===== src/rtl/parking_lane_counter.sv =====
// ============================================================================
// parking_lane_counter
//
// Multi-lane parking-lot access controller. Every lane watches a two-beam
// sensor pair {a, b}: a is the outer beam (street side), b the inner beam
// (lot side). A car driving in blocks a, then both, then only b, then
// neither. A car driving out produces the mirror sequence. Each lane
// synchronises and debounces its pair, then a small FSM turns complete
// passes into entry/exit pulses and flags sequences that make no physical
// sense. A shared saturating occupancy counter collects the pulses from
// all lanes.
//
// Parameters
//   LANES      number of independent sensor lanes (>= 1)
//   CAP        lot capacity, the maximum occupancy (>= 1)
//   DEB        debounce length in cycles (>= 1)
//   CNT_W      occupancy width, $clog2(CAP+1) (derived)
//
// Ports
//   clk        in   1          system clock
//   reset      in   1          asynchronous, active-high reset
//   sensor     in   2*LANES    raw beams, lane i: [2i+1] = a, [2i] = b, 1 = blocked
//   occ_load   in   1          synchronous load of the occupancy counter
//   occ_value  in   CNT_W      load value, clamped to CAP
//   lane_in    out  LANES      one-cycle entry pulse per lane
//   lane_out   out  LANES      one-cycle exit pulse per lane
//   lane_err   out  LANES      one-cycle invalid-sequence pulse per lane
//   occupancy  out  CNT_W      current car count, 0..CAP
//   full       out  1          occupancy == CAP
//   empty      out  1          occupancy == 0
//   ovf        out  1          one-cycle pulse: entries clamped at CAP
//   udf        out  1          one-cycle pulse: exits clamped at 0
// ============================================================================
module parking_lane_counter #(
    parameter int  LANES = 2,
    parameter int  CAP   = 64,
    parameter int  DEB   = 4,
    localparam int CNT_W = $clog2(CAP + 1)
) (
    input  logic               clk,
    input  logic               reset,
    input  logic [2*LANES-1:0] sensor,
    input  logic               occ_load,
    input  logic [CNT_W-1:0]   occ_value,
    output logic [LANES-1:0]   lane_in,
    output logic [LANES-1:0]   lane_out,
    output logic [LANES-1:0]   lane_err,
    output logic [CNT_W-1:0]   occupancy,
    output logic               full,
    output logic               empty,
    output logic               ovf,
    output logic               udf
);

    // ------------------------------------------------------------------
    // Local sizing
    // ------------------------------------------------------------------
    // Debounce counter saturates at DEB, so it needs to hold 0..DEB.
    localparam int DEB_CW = $clog2(DEB + 1);

    // The per-cycle net change lies in -LANES..+LANES and the sum
    // occupancy + net in -LANES..CAP+LANES. One extra magnitude bit over
    // the wider of the two operands plus a sign bit covers both.
    localparam int LANE_W = $clog2(LANES + 1);
    localparam int NET_W  = ((CNT_W > LANE_W) ? CNT_W : LANE_W) + 2;

    localparam logic signed [NET_W-1:0] CAP_S   = NET_W'(CAP);
    localparam logic        [CNT_W-1:0] CAP_CNT = CNT_W'(CAP);
    localparam logic       [DEB_CW-1:0] DEB_CNT = DEB_CW'(DEB);

    // Beam-pair encoding used throughout: {a, b}.
    localparam logic [1:0] P_NONE  = 2'b00;
    localparam logic [1:0] P_INNER = 2'b01;
    localparam logic [1:0] P_OUTER = 2'b10;
    localparam logic [1:0] P_BOTH  = 2'b11;

    typedef enum logic [2:0] {
        S_IDLE,
        S_IN1,    // outer beam only, car coming in
        S_IN2,    // both beams, car coming in
        S_IN3,    // inner beam only, car coming in
        S_OUT1,   // inner beam only, car going out
        S_OUT2,   // both beams, car going out
        S_OUT3,   // outer beam only, car going out
        S_WAIT    // sequence broken, wait for a clear lane
    } state_t;

    // ------------------------------------------------------------------
    // Input synchroniser: two flops on the whole raw bus. Each lane only
    // ever looks at its own pair, so there is no cross-bit coherence issue
    // beyond what the debouncer already absorbs.
    // ------------------------------------------------------------------
    logic [2*LANES-1:0] sync1;
    logic [2*LANES-1:0] sync2;

    // NOTE: every clocked register below is written with non-blocking
    // assignments so all flops sample pre-edge values regardless of the
    // order the statements appear in.
    always_ff @(posedge clk or posedge reset) begin
        if (reset) begin
            sync1 <= '0;
            sync2 <= '0;
        end else begin
            sync1 <= sensor;
            sync2 <= sync1;
        end
    end

    // ------------------------------------------------------------------
    // Debouncer, one per lane.
    //
    // cand holds the last synchronised pair and cnt how many consecutive
    // cycles the synchronised pair has matched it (the first cycle of a
    // new value counts as 1). filt follows cand on the cycle the run
    // length reaches DEB. Any change restarts the run at 1, so a glitch
    // shorter than DEB cycles never makes it to filt.
    // ------------------------------------------------------------------
    logic [1:0]        cand     [LANES];
    logic [DEB_CW-1:0] cnt      [LANES];
    logic [DEB_CW-1:0] cnt_next [LANES];
    logic [1:0]        filt     [LANES];

    // NOTE: combinational outputs get an unconditional default before any
    // branch, so no path leaves them unassigned and no latch is inferred.
    always_comb begin
        for (int i = 0; i < LANES; i++) begin
            cnt_next[i] = cnt[i];
            if (sync2[2*i +: 2] != cand[i]) begin
                cnt_next[i] = DEB_CW'(1);
            end else if (cnt[i] < DEB_CNT) begin
                cnt_next[i] = cnt[i] + DEB_CW'(1);
            end
        end
    end

    always_ff @(posedge clk or posedge reset) begin
        if (reset) begin
            for (int i = 0; i < LANES; i++) begin
                cand[i] <= P_NONE;
                cnt[i]  <= '0;
                filt[i] <= P_NONE;
            end
        end else begin
            for (int i = 0; i < LANES; i++) begin
                cand[i] <= sync2[2*i +: 2];
                cnt[i]  <= cnt_next[i];
                // Once saturated, cand equals the synchronised value, so
                // re-loading filt every stable cycle is harmless.
                if (cnt_next[i] == DEB_CNT) begin
                    filt[i] <= sync2[2*i +: 2];
                end
            end
        end
    end

    // ------------------------------------------------------------------
    // Lane FSMs. State and the three event pulses are registered together,
    // so a pulse appears the cycle after filt shows the completing value.
    // Any filt value not listed for a state is the value that led into it
    // and simply holds the state.
    // ------------------------------------------------------------------
    state_t state [LANES];

    always_ff @(posedge clk or posedge reset) begin
        if (reset) begin
            for (int i = 0; i < LANES; i++) begin
                state[i] <= S_IDLE;
            end
            lane_in  <= '0;
            lane_out <= '0;
            lane_err <= '0;
        end else begin
            // NOTE: pulses default low every cycle and are raised only on the
            // qualifying transition, which makes them exactly one cycle wide.
            lane_in  <= '0;
            lane_out <= '0;
            lane_err <= '0;
            for (int i = 0; i < LANES; i++) begin
                case (state[i])
                    S_IDLE: begin
                        case (filt[i])
                            P_OUTER: state[i] <= S_IN1;
                            P_INNER: state[i] <= S_OUT1;
                            P_BOTH: begin
                                state[i]    <= S_WAIT;
                                lane_err[i] <= 1'b1;
                            end
                            default: ;
                        endcase
                    end

                    // ---------------- entry path ----------------
                    S_IN1: begin
                        case (filt[i])
                            P_BOTH:  state[i] <= S_IN2;
                            P_NONE:  state[i] <= S_IDLE;     // abort
                            P_INNER: begin
                                state[i]    <= S_WAIT;
                                lane_err[i] <= 1'b1;
                            end
                            default: ;
                        endcase
                    end
                    S_IN2: begin
                        case (filt[i])
                            P_INNER: state[i] <= S_IN3;
                            P_OUTER: state[i] <= S_IN1;      // backing off
                            P_NONE: begin
                                state[i]    <= S_IDLE;
                                lane_err[i] <= 1'b1;
                            end
                            default: ;
                        endcase
                    end
                    S_IN3: begin
                        case (filt[i])
                            P_NONE: begin
                                state[i]   <= S_IDLE;
                                lane_in[i] <= 1'b1;
                            end
                            P_BOTH:  state[i] <= S_IN2;      // backing off
                            P_OUTER: begin
                                state[i]    <= S_WAIT;
                                lane_err[i] <= 1'b1;
                            end
                            default: ;
                        endcase
                    end

                    // ---------------- exit path -----------------
                    S_OUT1: begin
                        case (filt[i])
                            P_BOTH:  state[i] <= S_OUT2;
                            P_NONE:  state[i] <= S_IDLE;     // abort
                            P_OUTER: begin
                                state[i]    <= S_WAIT;
                                lane_err[i] <= 1'b1;
                            end
                            default: ;
                        endcase
                    end
                    S_OUT2: begin
                        case (filt[i])
                            P_OUTER: state[i] <= S_OUT3;
                            P_INNER: state[i] <= S_OUT1;     // backing off
                            P_NONE: begin
                                state[i]    <= S_IDLE;
                                lane_err[i] <= 1'b1;
                            end
                            default: ;
                        endcase
                    end
                    S_OUT3: begin
                        case (filt[i])
                            P_NONE: begin
                                state[i]    <= S_IDLE;
                                lane_out[i] <= 1'b1;
                            end
                            P_BOTH:  state[i] <= S_OUT2;     // backing off
                            P_INNER: begin
                                state[i]    <= S_WAIT;
                                lane_err[i] <= 1'b1;
                            end
                            default: ;
                        endcase
                    end

                    // Silent until the lane is clear again.
                    S_WAIT: begin
                        if (filt[i] == P_NONE) begin
                            state[i] <= S_IDLE;
                        end
                    end

                    default: state[i] <= S_IDLE;
                endcase
            end
        end
    end

    // ------------------------------------------------------------------
    // Occupancy counter. All lane pulses of one cycle are summed into a
    // signed net change first, so an entry and an exit in the same cycle
    // cancel before any clamping is considered.
    // ------------------------------------------------------------------
    logic        [NET_W-1:0] n_in;
    logic        [NET_W-1:0] n_out;
    logic signed [NET_W-1:0] net;
    logic signed [NET_W-1:0] result;

    always_comb begin
        n_in  = '0;
        n_out = '0;
        for (int i = 0; i < LANES; i++) begin
            n_in  = n_in  + NET_W'(lane_in[i]);
            n_out = n_out + NET_W'(lane_out[i]);
        end
        net    = n_in - n_out;
        result = NET_W'(occupancy) + net;
    end

    always_ff @(posedge clk or posedge reset) begin
        if (reset) begin
            occupancy <= '0;
            ovf       <= 1'b0;
            udf       <= 1'b0;
        end else begin
            ovf <= 1'b0;
            udf <= 1'b0;
            if (occ_load) begin
                // A load wins outright: this cycle's lane pulses are dropped.
                occupancy <= (occ_value > CAP_CNT) ? CAP_CNT : occ_value;
            end else if (result > CAP_S) begin
                occupancy <= CAP_CNT;
                ovf       <= 1'b1;
            end else if (result[NET_W-1]) begin
                occupancy <= '0;
                udf       <= 1'b1;
            end else begin
                occupancy <= result[CNT_W-1:0];
            end
        end
    end

    // Status flags follow the registered count directly.
    assign full  = (occupancy == CAP_CNT);
    assign empty = (occupancy == '0);

endmodule


===== config.mk =====
export PLATFORM = sky130hd
export DESIGN_NAME = parking_lane_counter
export DESIGN_NICKNAME = d
export VERILOG_FILES = /design/src/rtl/parking_lane_counter.sv
export SDC_FILE = /design/constraint.sdc
export NUM_CORES = 1
export LEC_CHECK = 0
export ABC_AREA = 1
export CAP_MARGIN = 10
export CORE_MARGIN = 4
export CORE_UTILIZATION = 61
export DETAILED_ROUTE_END_ITERATION = 16
export PLACE_DENSITY = 0.83
export SYNTH_ARGS = -nofsm -noshare
export SYNTH_HDL_FRONTEND = slang
export SYNTH_SLANG_ARGS = --single-unit

===== constraint.sdc =====
create_clock -name clk -period 6.4 [get_ports clk]
set_input_delay 1.28 -clock clk [delete_from_list [all_inputs] [get_ports clk]]
set_output_delay 1.28 -clock clk [all_outputs]
set_load 0.01 [all_outputs]

## Yosys cells after proc, flatten, opt, wreduce, memory -nomap -nowiden

Cells that the tools add are included.

- Input bits: 14
- Flip-flop bits (word level): 43
- Logic and storage cells: 125
- Output and inout port bits: 17

- Equality and inequality tests: 41
- Add/subtract/negate cells: 6
- Reductions and logical operators: 13
- Mux-type cells: 45
- $lt $le $gt $ge: 4

Operators by type and width:

| operator | number |
|---|---|
| $pmux 3 s3 | 14 |
| $ne 4x4->1 const B | 14 |
| $pmux 3 s8 | 2 |
| $eq 3x3->1 const B | 10 |
| $mux 7 | 4 |
| $mux 3 | 6 |
| $mux 1 | 17 |
| $reduce_and 8->1 | 2 |
| $eq 3x2->1 const B | 4 |
| $reduce_or 2->1 | 6 |
| $add 8x3->9 | 1 |
| $gt 9x8->1 const B | 1 |
| $eq 2x2->1 const B | 4 |
| $pmux 1 s4 | 2 |
| $eq 7x7->1 const B | 1 |
| $gt 7x7->1 const B | 1 |
| $logic_not 7->1 | 1 |
| $add 3x1->3 const B | 2 |
| $eq 3x1->1 const B | 2 |
| $logic_not 3->1 | 2 |
| $lt 3x3->1 const B | 2 |
| $add 1x1->2 | 2 |
| $eq 2x1->1 const B | 2 |
| $logic_not 2->1 | 2 |
| 3 further kinds | 5 |

## Depth between registers and ports, before layout

- Word-level depth: 6
- Gate-level depth with buffers: 21
- Gate-level depth less buffers: 21

## Worst setup path before layout

Ideal clock, no wire load.

- Path kind: register to register
- From: register lane_in[1]
- To: register occupancy[3]
- Data required time: 6.317 ns
- Clock period less this slack: 3.077 ns
- Setup slack: 3.323 ns
- Stages on the path, launching flop included: 19
- Data arrival time: 2.995 ns
- Setup time: 0.083 ns
- Path buffers: 0
- Cells stage by stage: dfrtp_1 -> inv_1 -> fa_1 -> inv_1 -> ha_1 -> inv_1 -> ha_1 -> inv_1 -> fa_1 -> nand3_2 -> nand2_1 -> nand2_1 -> nand3_1 -> nand2_4 -> nand4_1 -> ha_1 -> inv_1 -> nand3_1 -> o21ai_0

- Cells in the longest elaborated chain, start to end: 6
- Elaborated cells on any way between the ends: 7
- Those cells by class: add/sub (3); order compare (1); mux (3)

RTL lines:

| what | RTL line | RTL |
|---|---|---|
| start: declaration | 45 | `output logic [LANES-1:0] lane_in,` |
| start signal: assignment | 169 | `lane_in <= '0;` |
| start signal: assignment | 175 | `lane_in <= '0;` |
| start signal: indexed assignment | 219 | `lane_in[i] <= 1'b1;` |
| $add 1x1->2 (*) | 295 | `n_in = n_in + NET_W'(lane_in[i]);` |
| $sub 2x2->3 (*) | 298 | `net = n_in - n_out;` |
| $add 8x3->9 (*) | 299 | `result = NET_W'(occupancy) + net;` |
| $gt 9x8->1 / $mux 7 (equally long branches) | 313, 316 |  |
| $mux 7 (*) | 313 | `end else if (result > CAP_S) begin` |
| $mux 7 (*) | 310 | `if (occ_load) begin` |
| end signal: assignment | 312 | `occupancy <= (occ_value > CAP_CNT) ? CAP_CNT : occ_value;` |
| end signal: assignment | 320 | `occupancy <= result[CNT_W-1:0];` |
| end: declaration | 48 | `output logic [CNT_W-1:0] occupancy,` |

Every way passes the cells marked *; elsewhere a longest branch is shown, timed or not.
A chain may end at the register's enable or synchronous reset.

## Final worst setup path

- From: register lane_in[1]
- To: register occupancy[5]

The elaborated chain is that of the path after synthesis.

==> flow_summary.toml <==
[outcome]
outcome = "completed"

[layout]
antenna_cells = 0
multi_input_area_um2 = 1490
final_cells = 460
nets = 444
ff_latch_area_um2 = 1080
fill_cells = 328
area_growth_pct = 15.6
drive_gt1_share_pct = 7.35

[timing]
setup_tns_ps = 0
finalClockSkew_ps = 9.85
holdWs_ps = 353
period_needed_ps = 3560
clock.fmax_mhz = 281
worstMarginPinSlew_ps = 522
setup_viol = 0
hold_viol = 0
slew_headroom_pct = 65.2
drv_slew = 0
rsz0062_at_grt = "no"
period_share_pct = 55.6

[power_and_ir_drop]
power_per_cell_area_nw_per_um2 = 427
ir_drop_mv = 0.229
power_mw = 1.38
leakagePower_nw = 1.64

[min_path]
holdCritPathClass = "reg -> reg"
hp-start = "sync1[2]"

[yosys]
netlist_area_um2 = 2800
ys_ff_latch = 43
yosysMostFrequentCell = "nand2_1"
async_flop_share_pct = 100
avgSynthCellArea_um2 = 7.49
synth.net_count = 410
synthTopCellsByArea = "dfrtp_1 38%, nand2_1 13%, ha_1 9.4%, nor2_1 7.0%, inv_1 6.7%"
synth-edff-count = 0
yosysSeqAreaShare_pct = 38.5
ys_top_cells_by_count = "95 x nand2_1, 52 x nor2_1, 50 x inv_1, 43 x dfrtp_1, 24 x nand3_1"
synth_top_area_cell = "dfrtp_1"
synth_top_area_share_pct = 38.5
synthCells = 373
yosysWarnings = 0
ys.flop_type = "dfrtp_1"
ys_types = 34

[routing]
drtPass1Iterations = 5
ant_nets = 0
via_count = 2454
drc_errors = 0
drt-initial-drc-count = 186
post_drt_wl_per_cell_um = 12.6
via_per_inst = 5.33
drt-total-wl_mm = 5.78

[clock_network]
clk_pin_slew_ps = 80
cts-root-buf = "clkbuf_8"
post_cts_buffers = 0
clock_path_buffers = 2
cts_tree = "done"
clk_latency_ps = 310
cts.sinks = 43
cts-resized-gates = 0
hold_buffers = 0
htreeDepth = 2
cts_buffers = 5

[global_route]
grt.total_usage_pct = 21.9
grt_pass1_wl_mm = 9.58
grt_overflow = 0
antenna_found_initial = 0
grt_max_degree = 44
first_global_vias = 2179

[worst_setup_path]
r2r_start = "lane_in[1]"
critPathKind = "reg -> reg"
crit_path_top_delay_cell = "fa_1"
cpPeakStageDelay_ps = 520
cp-startpoint = "lane_in[1]"
crit_top_cell = "inv_1"
cp_max_fo = 11
crit_chain = "inv_1 > fa_1 > inv_1 > ha_1 > inv_1 > ha_1 > ha_1 > inv_1 > o21bai_1 > o21ai_0 > nand3_1 > nand2_4 > nand4_1 > ha_1 > inv_1 > nand3_1 > o21ai_0"
cp_data_arrival_time_ps = 3780
required_ps = 6620
cp-start-kind = "flop"
cp-end-kind = "flop"

[placement]
dp.cells = 452
numPortBuffers = 30
dpl.hpwl_mm = 4.47
gp_congestion = 0.947

[floorplanning]
num_rows = 24
core_um2 = 4380
ioPinCount = 31
die_area_um2 = 5730
fp.dieH_um = 75.7
initial_core_util_pct = 63.8
die_w_um = 75.7

[flow_run]
max_cap_viol_count = 0
report_power, final:
| group | switching (mW) | internal, mW |
|---|---|---|
| Combinational | 0.481 | 0.300 |
| Clock | 0.103 | 0.0803 |
| Sequential | 0.0762 | 0.340 |
| Total | 0.660 | 0.720 |
logic make-up after synthesis:
| kind of cell | synth area share (%) |
|---|---|
| DFF | 38.5 |
| muxes | 0.403 |
| xor gates and xnor gates | 1.88 |
| buffers and inverters | 8.19 |
| adders and majority gates | 10.8 |
| and+or+nand+nor | 32.3 |
| AOI/OAI and AO/OA | 7.92 |
final cells by class:
| cell class | instances | area share (%) |
|---|---|---|
| tap | 52 | 2.01 |
| clock inverter | 3 | 0.813 |
| clock buffer | 5 | 2.13 |
| sequential | 43 | 33.3 |
| inverter | 52 | 6.12 |
| multi-input combinational | 274 | 46.1 |
| timing repair buffer | 31 | 9.52 |
registers in the layout, summed over array words and instances, names as in the netlist:
name       count
ovf            1
lane_out       2
filt           4
cand           4
lane_err       2
sync2          4
cnt            6
occupancy      7
state          6
lane_in        2
sync1          4
udf            1
routing by layer:
layer / track usage (%) / routed length (um) / vias up
met5: 0 / 0 / -
met4: 6.21 / 97 / 0
met3: 4.49 / 271 / 12
met1: 28.0 / 2560 / 1110
li1: - / - / 1255
met2: 37.6 / 2850 / 77
per-stage QoR:
stage               cell area [um^2]  utilization, %  worst slack [ps]
CTS                             3230            73.7              2820
global placement                3140            71.5              2990
finish                          3230            73.7              2840
detailed placement              3140            71.5              2850
global route                    3230            73.7              2540
floorplan                       2800               -              3320
layout by cell type, fill, tap and decap left out, drive strengths merged:
cell	synthesis	layout
mux2	1	1
nor4b	1	1
ha	21	21
xnor2	4	4
a21oi	14	14
o211ai	1	1
nand4	4	4
o31ai	3	3
o21bai	1	1
clkdlybuf4s50	0	30
nor2	56	56
xor2	2	2
nand3	27	27
dfrtp	43	43
clkbuf	1	5
o221ai	3	3
buf	3	1
nor4	4	4
o22ai	2	2
clkinv	0	2
fa	2	2
inv	52	53
nor3	6	6
o21ai	15	15
nand2	105	105
nand3b	1	1
or2	1	1
worst max-delay path: cells and delay by family, from the launching register on:
| family | cells | cell delay [ps] |
|---|---|---|
| simple gates | 4 | 450 |
| flops | 1 | 360 |
| compound gates | 3 | 440 |
| buf+inv | 5 | 350 |
| fa+ha+maj | 5 | 1870 |
path summary, 6_finish.rpt:
check                                     to  slack, ps  cells after the start
worst max-delay path            occupancy[5]       2840                     17
worst min-delay path                sync2[2]        350                      0
worst max register to register  occupancy[5]       2840                     17
worst min register to register      sync2[2]        350                      0
max in group asynchronous       occupancy[5]       4640                      3
min in group asynchronous           state[3]       1390                      3
No activity file was read; power rests on OpenSTA's default activity.
